--- src/rtl/synth_pkg.sv ---
// Shared constants, note increment table and FSM encoding for the
// note-to-pitch front end of the DDS voice.
package synth_pkg;

    localparam int FS      = 48000;
    localparam int OCT_TOP = 10;

    // Phase increments for MIDI notes 120..131 at FS with a 32-bit accumulator
    localparam logic [31:0] NOTE_INC_TABLE [12] = '{
        32'd749115498,
        32'd793660223,
        32'd840853716,
        32'd890853480,
        32'd943826385,
        32'd999949222,
        32'd1059409297,
        32'd1122405052,
        32'd1189146729,
        32'd1259857073,
        32'd1334772074,
        32'd1414141751
    };

    typedef enum logic [1:0] {
        ST_IDLE,
        ST_DIVIDE,
        ST_LOOKUP
    } state_e;

endpackage

--- src/rtl/glide_slew.sv ---
// Holds target and output increment; slews phase_inc toward target on
// each tick by an arithmetic-shifted fraction of the remaining distance.
module glide_slew #(
    parameter int W      = 32,
    parameter int RATE_W = 4
) (
    input  logic              clk,
    input  logic              reset,
    input  logic              tick,
    input  logic              load,
    input  logic              jump,
    input  logic [W-1:0]      target,
    input  logic [RATE_W-1:0] rate,
    output logic [W-1:0]      phase_inc,
    output logic              settled
);

    localparam logic signed [W:0] ONE = 1;

    logic [W-1:0]      target_q;
    logic [W-1:0]      phase_q;
    logic [W-1:0]      phase_d;
    logic signed [W:0] diff;
    logic signed [W:0] step;

    always_comb begin
        diff = $signed({1'b0, target_q}) - $signed({1'b0, phase_q});
        step = diff >>> rate;
        // Minimum step of one LSB guarantees the glide always lands
        if (step == '0 && diff != '0) begin
            step = diff[W] ? '1 : ONE;
        end
        phase_d = phase_q;
        if (jump) begin
            phase_d = target;
        end else if (tick) begin
            if (rate == '0) begin
                phase_d = target_q;
            end else begin
                phase_d = phase_q + step[W-1:0];
            end
        end
    end

    always_ff @(posedge clk or posedge reset) begin
        if (reset) begin
            target_q <= '0;
            phase_q  <= '0;
        end else begin
            phase_q <= phase_d;
            if (load) begin
                target_q <= target;
            end
        end
    end

    assign phase_inc = phase_q;
    assign settled   = (phase_q == target_q);

endmodule

--- src/rtl/note_to_phase_inc.sv ---
// Note event front end: splits the note into octave/semitone by repeated
// subtraction, scales the top-octave increment and feeds the glide stage.
module note_to_phase_inc
    import synth_pkg::*;
#(
    parameter int ACC_WIDTH = 32,
    parameter int RATE_W    = 4
) (
    input  logic                 clk,
    input  logic                 reset,
    input  logic                 tick,
    input  logic                 note_valid,
    output logic                 note_ready,
    input  logic [6:0]           note,
    input  logic                 note_on,
    input  logic [RATE_W-1:0]    glide_rate,
    output logic [ACC_WIDTH-1:0] phase_inc,
    output logic                 gate,
    output logic                 settled
);

    if (ACC_WIDTH > 32) begin : g_bad_width
        $error("ACC_WIDTH must not exceed 32");
    end

    state_e               state_q;
    logic [6:0]           rem_q;
    logic [3:0]           oct_q;
    logic                 legato_q;
    logic                 gate_q;
    logic                 accept;
    logic                 load;
    logic                 jump;
    logic [31:0]          entry;
    logic [31:0]          shifted;
    logic [ACC_WIDTH-1:0] target_new;

    assign note_ready = (state_q == ST_IDLE);
    assign accept     = note_valid && note_ready;
    assign load       = (state_q == ST_LOOKUP);
    assign jump       = load && !legato_q;
    assign entry      = NOTE_INC_TABLE[rem_q[3:0]];
    assign shifted    = (entry >> (4'(OCT_TOP) - oct_q)) >> (32 - ACC_WIDTH);
    assign target_new = shifted[ACC_WIDTH-1:0];
    assign gate       = gate_q;

    always_ff @(posedge clk or posedge reset) begin
        if (reset) begin
            state_q  <= ST_IDLE;
            rem_q    <= '0;
            oct_q    <= '0;
            legato_q <= 1'b0;
            gate_q   <= 1'b0;
        end else begin
            unique case (state_q)
                ST_IDLE: begin
                    if (accept) begin
                        if (note_on) begin
                            rem_q    <= note;
                            oct_q    <= '0;
                            legato_q <= gate_q;
                            state_q  <= ST_DIVIDE;
                        end else begin
                            gate_q <= 1'b0;
                        end
                    end
                end
                ST_DIVIDE: begin
                    if (rem_q >= 7'd12) begin
                        rem_q <= rem_q - 7'd12;
                        oct_q <= oct_q + 4'd1;
                    end else begin
                        state_q <= ST_LOOKUP;
                    end
                end
                ST_LOOKUP: begin
                    gate_q  <= 1'b1;
                    state_q <= ST_IDLE;
                end
                default: state_q <= ST_IDLE;
            endcase
        end
    end

    glide_slew #(
        .W      (ACC_WIDTH),
        .RATE_W (RATE_W)
    ) u_slew (
        .clk       (clk),
        .reset     (reset),
        .tick      (tick),
        .load      (load),
        .jump      (jump),
        .target    (target_new),
        .rate      (glide_rate),
        .phase_inc (phase_inc),
        .settled   (settled)
    );

endmodule

--- config.mk ---
export PLATFORM = sky130hd
export DESIGN_NAME = note_to_phase_inc
export DESIGN_NICKNAME = d
export VERILOG_FILES = /design/src/rtl/synth_pkg.sv /design/src/rtl/glide_slew.sv /design/src/rtl/note_to_phase_inc.sv
export SDC_FILE = /design/constraint.sdc
export NUM_CORES = 1
export LEC_CHECK = 0
export CELL_PAD_IN_SITES_DETAIL_PLACEMENT = 0
export CELL_PAD_IN_SITES_GLOBAL_PLACEMENT = 1
export CORE_MARGIN = 3
export CORE_UTILIZATION = 47
export DETAILED_ROUTE_END_ITERATION = 6
export GPL_TIMING_DRIVEN = 0
export PLACE_DENSITY = 0.9
export SKIP_CTS_REPAIR_TIMING = 1
export SKIP_LAST_GASP = 1
export SLEW_MARGIN = 15
export SYNTH_ARGS = -nofsm -noshare
export SYNTH_HDL_FRONTEND = slang
export SYNTH_SLANG_ARGS = --single-unit
--- constraint.sdc ---
create_clock -name clk -period 8.5 [get_ports clk]
set_input_delay 1.7 -clock clk [delete_from_list [all_inputs] [get_ports clk]]
set_output_delay 1.7 -clock clk [all_outputs]
set_load 0.02 [all_outputs]
# Yosys cells after proc, flatten, opt, wreduce, memory -nomap -nowiden
# Memories as Yosys holds them, arrays and structs flattened.
# Index checks and enable logic that the tools add are counted.
# word_totals
regBits	79
romBits	512
inputBits	16
out_inout_bits	35
wordCells	63
memories	1
# memory_table
name	words	word_bits	rd	rd_clocked_by_memory_dff	wr	line_no	text
(no name shown)	16	32	1	0	0	note_to_phase_inc.sv:42	assign entry = NOTE_INC_TABLE[rem_q[3:0]];
# classes
add_sub_neg	5
n_lt_le_gt_ge	2
n_eq_ne	8
shifts	2
n_mux	22
bitwise_logic	1
n_reduce_logical	15
# op_table
operator	count
32-bit 2-to-1 mux	7
33-bit logical NOT	1
33-bit nonzero test	1
33-bit by 4-bit >>> shifter with 33-bit output	1
32-bit by 32-bit subtractor with 33-bit output	1
32-bit adder	1
32-bit equality test	1
32-bit by 4-bit right shift with 32-bit output	1
7-bit 2-to-1 mux	3
7-bit case mux with 2 select lines	1
4-bit 2-to-1 mux	3
3-bit AND reduction	3
4-bit case mux with 2 select lines	1
7-bit by 4-bit greater-or-equal comparator with 1-bit output (second input constant)	1
7-bit by 4-bit subtractor with 7-bit output (second input constant)	1
2-bit 2-to-1 mux	3
2-bit != test (second input constant)	3
2-bit nonzero test	3
5-bit greater-or-equal comparator (second input constant)	1
4-bit inverter with 5-bit output	1
4-bit by 1-bit adder with 4-bit output (second input constant)	1
4-bit logical NOT	1
2-bit by 1-bit != test with 1-bit output (second input constant)	2
2-bit case mux with 2 select lines	1
9 further kinds	12

# Longest topological paths before layout
# depth
word_depth	9
depth_mapped	30
ltp_nobuf	30

# Cells and area by module
# From an unflattened synthesis, not the netlist that was laid out.
# hier_totals
hier_cells	1565
hier_area_um2	11639.9
# modules_own_cells
mod	n_inst	cells_per_inst	area_per_inst_um2	seq_area_each_um2
glide_slew	1	1107	8483.1	1601.5
note_to_phase_inc	1	458	3156.8	375.4

# Least setup slack after synthesis
# Ideal clock, no wire load.
# synth_path
path_kind	input to register
startpoint	in glide_rate[1]
endpoint	reg u_slew.phase_q[25], in the netlist u_slew.phase_inc[25]
setup_time_ns	0.142
arrival_ns	6.762
slack_ns	1.595
cell_stages	24
path_cell_list	clkbuf_1 inv_1 buf_6 clkbuf_1 mux2_2 a221oi_2 o311ai_0 a211oi_1 nand4b_1 or4_1 o31ai_1 ha_1 a21o_1 a21o_1 a211oi_1 o31ai_1 a211o_1 nand2_1 a211o_1 o41ai_1 a21o_1 a21oi_1 xor2_1 o221ai_1
# synth_between
elab_chain_cells	8
elab_cells_between_ends	9
cone_classes	add/sub: 1; shift: 1; mux: 4; reduce/logical: 3
# synth_lines
item	line_no	text
start, declared	note_to_phase_inc.sv:16	input logic [RATE_W-1:0] glide_rate,
33-bit by 4-bit >>> shifter with 33-bit output	glide_slew.sv:28	step = diff >>> rate;
33-bit logical NOT	glide_slew.sv:30	if (step == '0 && diff != '0) begin
1-bit logical AND	glide_slew.sv:30	
32-bit 2-to-1 mux	glide_slew.sv:30	
32-bit adder	glide_slew.sv:40	phase_d = phase_q + step[W-1:0];
32-bit 2-to-1 mux (*)	glide_slew.sv:37	if (rate == '0) begin
32-bit 2-to-1 mux (*)	glide_slew.sv:36	end else if (tick) begin
32-bit 2-to-1 mux (*)	glide_slew.sv:34	if (jump) begin
end signal, assigned	glide_slew.sv:50	phase_q <= phase_d;
end, declared	glide_slew.sv:21	logic [W-1:0] phase_q;
# Mark *: on every way between the ends. The rest lies on a longest branch, timed or not. The select of a mux whose other input is x is not followed.
# A chain may end at the register's enable or synchronous reset.

# Worst setup path in the final report
# layout_path
startpoint	in glide_rate[1]
endpoint	reg u_slew.phase_q[24], in the netlist u_slew.phase_inc[24]
# The elaborated chain is that of the path after synthesis.

==> results.py <==
metrics = {
    "status": {
        "run_status": "finished clean",
    },
    "synth": {
        "synth_largest_area_cell": "sky130_fd_sc_hd__dfrtp_1",
        "synthesis.instances": 1583,
        "synth-edff-count": 0,
        "synthTopCellsByArea": "sky130_fd_sc_hd__dfrtp_1 17%, sky130_fd_sc_hd__ha_1 7.6%, sky130_fd_sc_hd__o21ai_0 7.1%, sky130_fd_sc_hd__nand2_1 6.4%, sky130_fd_sc_hd__a21oi_1 6.4%",
        "post_synth_instance_area_um2": 11330,
        "ys_ff_latch": 78,
        "synth-warning-count": 0,
        "synth_top_flop_cell": "sky130_fd_sc_hd__dfrtp_1",
        "async_flop_share": 1.000,
        "syn_avg_cell_area_um2": 7.160,
        "syn_nets": 1670,
        "yosys.area.top_type_share": 0.1722,
        "synth-seq-area-share": 0.1722,
        "synth_cell_types": 92,
    },
    "cells_and_area": {
        "final_cell_mix": "193 x sky130_fd_sc_hd__nand2_1, 159 x sky130_fd_sc_hd__o21ai_0, 144 x sky130_fd_sc_hd__a21oi_1",
        "insertedDiodeCount": 0,
        "final_core_util": 0.5355,
        "num-nets-final": 1731,
        "drive_above_1_share": 0.06129,
        "synthToLayoutAreaGrowth_pct": 11.56,
        "final_common_cell": "sky130_fd_sc_hd__nand2_1",
    },
    "global_route": {
        "gr-usage-all-layers": 0.3495,
        "first_global_vias": 12250,
        "grt_max_degree": 57,
        "grt_remaining_overflow": 0,
        "grt_util_met3": 0.03129,
        "grt_antenna_before_repair": 0,
        "met2_usage": 0.6083,
        "grt_busiest_layer": "met2",
        "grtUsageMet1": 0.4266,
        "global_route_wire_length_before_repair_um": 71390,
    },
    "timing": {
        "post-route-period-util": 0.9620,
        "finalCriticalPeriod_ns": 8.177,
        "worst-slew-pin-transition_ns": 0.8781,
        "final_hold_viol_count": 0,
        "setup_violations": 0,
        "slew_limit_headroom": 0.4126,
        "finalMaxSlewViolations": 0,
        "max_fclk_mhz": 122.3,
        "finalClockSkew_ns": 0.01039,
        "unrepaired_setup_endpoints_after_global_routing": "false",
    },
    "clocking": {
        "cts.sinks": 78,
        "ctsLongestPathBuffers": 2,
        "worstSkewPairLatency_ns": 0.34,
        "cts-buffers-inserted": 9,
        "cts.reportedPaths.clkPinSlew_ns": 0.07,
        "cts_tree": "built",
        "cts_root_buf": "sky130_fd_sc_hd__clkbuf_16",
        "cts-htree-levels": 3,
    },
    "critical_path": {
        "critPathSlowestCell": "sky130_fd_sc_hd__a21boi_1",
        "crit_fanout": 10,
        "startpoint": "glide_rate[1]",
        "cp_data_required_time_ns": 8.70,
        "r2r.worst_path.cells": 28,
        "arrival_ns": 8.38,
        "worst-setup-path-type": "in2reg",
        "startpoint_of_the_lowest_slack_register_to_register_path": "u_slew.phase_inc[9]",
        "critPathCaptureType": "flop",
        "cpMostUsedCell": "sky130_fd_sc_hd__clkbuf_1",
        "worst-path-buf-inv": 5,
        "path_length_in_cells_of_the_critical_path": 27,
        "cp_slowest_stage_delay_ns": 0.54,
        "crit_path_start_kind": "input port",
        "cp_top_family": "compound AO/OA/AOI/OAI gates",
    },
    "floorplanning": {
        "boundaryPins": 51,
        "core.rowCount": 56,
        "placeableCoreArea_um2": 23610,
        "die_h_um": 161.3,
        "start_util": 0.4800,
        "die_area_um2": 26020,
        "horizontal_die_dimension_um": 161.3,
    },
    "place": {
        "placement.io_buffers": 48,
        "place.gp.congestion": 0.9798,
        "dp_hpwl_um": 38730,
    },
    "min_path": {
        "worst_min_path_start": "u_slew.target_q[0]",
        "holdCritPathClass": "reg2reg",
        "min_path_cells": 1,
    },
    "drt": {
        "number_of_design_rule_violations_left_after_detail_routing": 0,
        "drt-vias-per-instance": 6.581,
        "drtIter0Drc": 1317,
        "drtPass1Iterations": 6,
        "vias": 12950,
        "ant_nets": 0,
        "routed_wl_um": 46890,
        "post_drt_wl_per_cell_um": 23.84,
    },
    "job": {
        "drv_cap": 0,
    },
}
[through the flow]
| stage | cells | worst slack [ns] | setup TNS (ns) | instance area, um2 | hold WS [ns] |
|---|---|---|---|---|---|
| 5_1_grt | 1967 | 0.01490 | 0 | 12640 | 0.5166 |
| 2_1_floorplan | 1583 | 1.595 | 0 | 11330 | 0.4690 |
| 3_3_place_gp | 1950 | -0.1399 | -0.2393 | 12210 | 0.4901 |
| 6_report | 1967 | 0.3232 | 0 | 12640 | 0.5048 |
| 4_1_cts | 1966 | 0.01034 | 0 | 12600 | 0.5066 |
| 3_5_place_dp | 1951 | -0.1266 | -0.2911 | 12240 | 0.4940 |
[area by class of cell]
cell class / count / area [um2]
well taps: 319 / 399.1
inverters: 66 / 250.2
clock buffers: 9 / 225.2
flip-flops and latches: 78 / 1952
fillers: 2402 / 10970
clock inverters: 6 / 133.9
repair buffers: 51 / 523.0
multi-input cells: 1328 / 8653
plain buffers: 110 / 508.0
[worst register-to-register path: cells and delay by family (launching register included)]
kind / cells / cell delay (ns)
compound gates: 15 / 4.35
buf+inv: 2 / 0.29
mux: 1 / 0.29
simple gates: 7 / 1.80
flops: 1 / 0.48
fa+ha+maj: 2 / 0.57
xor+xnor: 1 / 0.17
[state kept, by name, summed over array words and instances (netlist names)]
name and count:
legato_q 1, rem_q 7, state_q 2, u_slew.phase_inc 32, u_slew.target_q 31, oct_q 4, gate 1
[per-layer routing]
metal,vias to the layer above,routed length (um)
met3,159,2993
li1,6026,-
met4,0,3000
met1,6142,18610
met5,-,0
met2,618,22280
[synth_stat cells (8+ instances only)]
cell type                  number
sky130_fd_sc_hd__o311ai_0       8
sky130_fd_sc_hd__ha_1          69
sky130_fd_sc_hd__nor3_1        34
sky130_fd_sc_hd__xnor2_1       29
sky130_fd_sc_hd__buf_1          8
sky130_fd_sc_hd__buf_2         10
sky130_fd_sc_hd__a31oi_1       13
sky130_fd_sc_hd__o21ai_0      160
sky130_fd_sc_hd__nor4_1        11
sky130_fd_sc_hd__nand3_1       41
sky130_fd_sc_hd__nand2b_1      20
sky130_fd_sc_hd__and2_1        12
sky130_fd_sc_hd__o21a_1        15
sky130_fd_sc_hd__o211ai_1      50
sky130_fd_sc_hd__mux4_2         9
sky130_fd_sc_hd__a211oi_1      25
sky130_fd_sc_hd__clkbuf_1      82
sky130_fd_sc_hd__nor2b_1        8
sky130_fd_sc_hd__a21boi_0       8
sky130_fd_sc_hd__xor2_1        24
sky130_fd_sc_hd__a211o_1       13
sky130_fd_sc_hd__nand4_1       21
sky130_fd_sc_hd__o221ai_1       9
sky130_fd_sc_hd__mux2i_1       52
sky130_fd_sc_hd__or4_1          8
sky130_fd_sc_hd__mux2_2        17
sky130_fd_sc_hd__a221oi_1       9
sky130_fd_sc_hd__o211a_1        9
sky130_fd_sc_hd__or3_1         13
sky130_fd_sc_hd__inv_1         64
sky130_fd_sc_hd__nor2_1       136
sky130_fd_sc_hd__dfrtp_1       78
sky130_fd_sc_hd__a21o_1        29
sky130_fd_sc_hd__a21oi_1      144
sky130_fd_sc_hd__and3_1        10
sky130_fd_sc_hd__nand2_1      193
[cells by family (layout without fill, tap and decap cells)]
group           Yosys count  in the layout  synth area share
compound gates          585            585            0.3350
xor+xnor                 53             53           0.04095
fa+ha+maj                71             71           0.07970
buf+inv                 177            242           0.06679
flops                    78             78            0.1722
mux                      78             78           0.08069
simple gates            541            541            0.2246
[final timing paths]
path / to / slack (ns)
max: u_slew.phase_inc[24] / 0.32
min: u_slew.target_q[0] / 0.50
max reg2reg: u_slew.phase_inc[25] / 0.41
min reg2reg: u_slew.target_q[0] / 0.50
max in group asynchronous: u_slew.target_q[20] / 6.20
min in group asynchronous: gate / 1.70
Power is left out: the tool's default activity adds up to more than one toggle a clock period on the data nets, which glitch-free logic cannot reach.
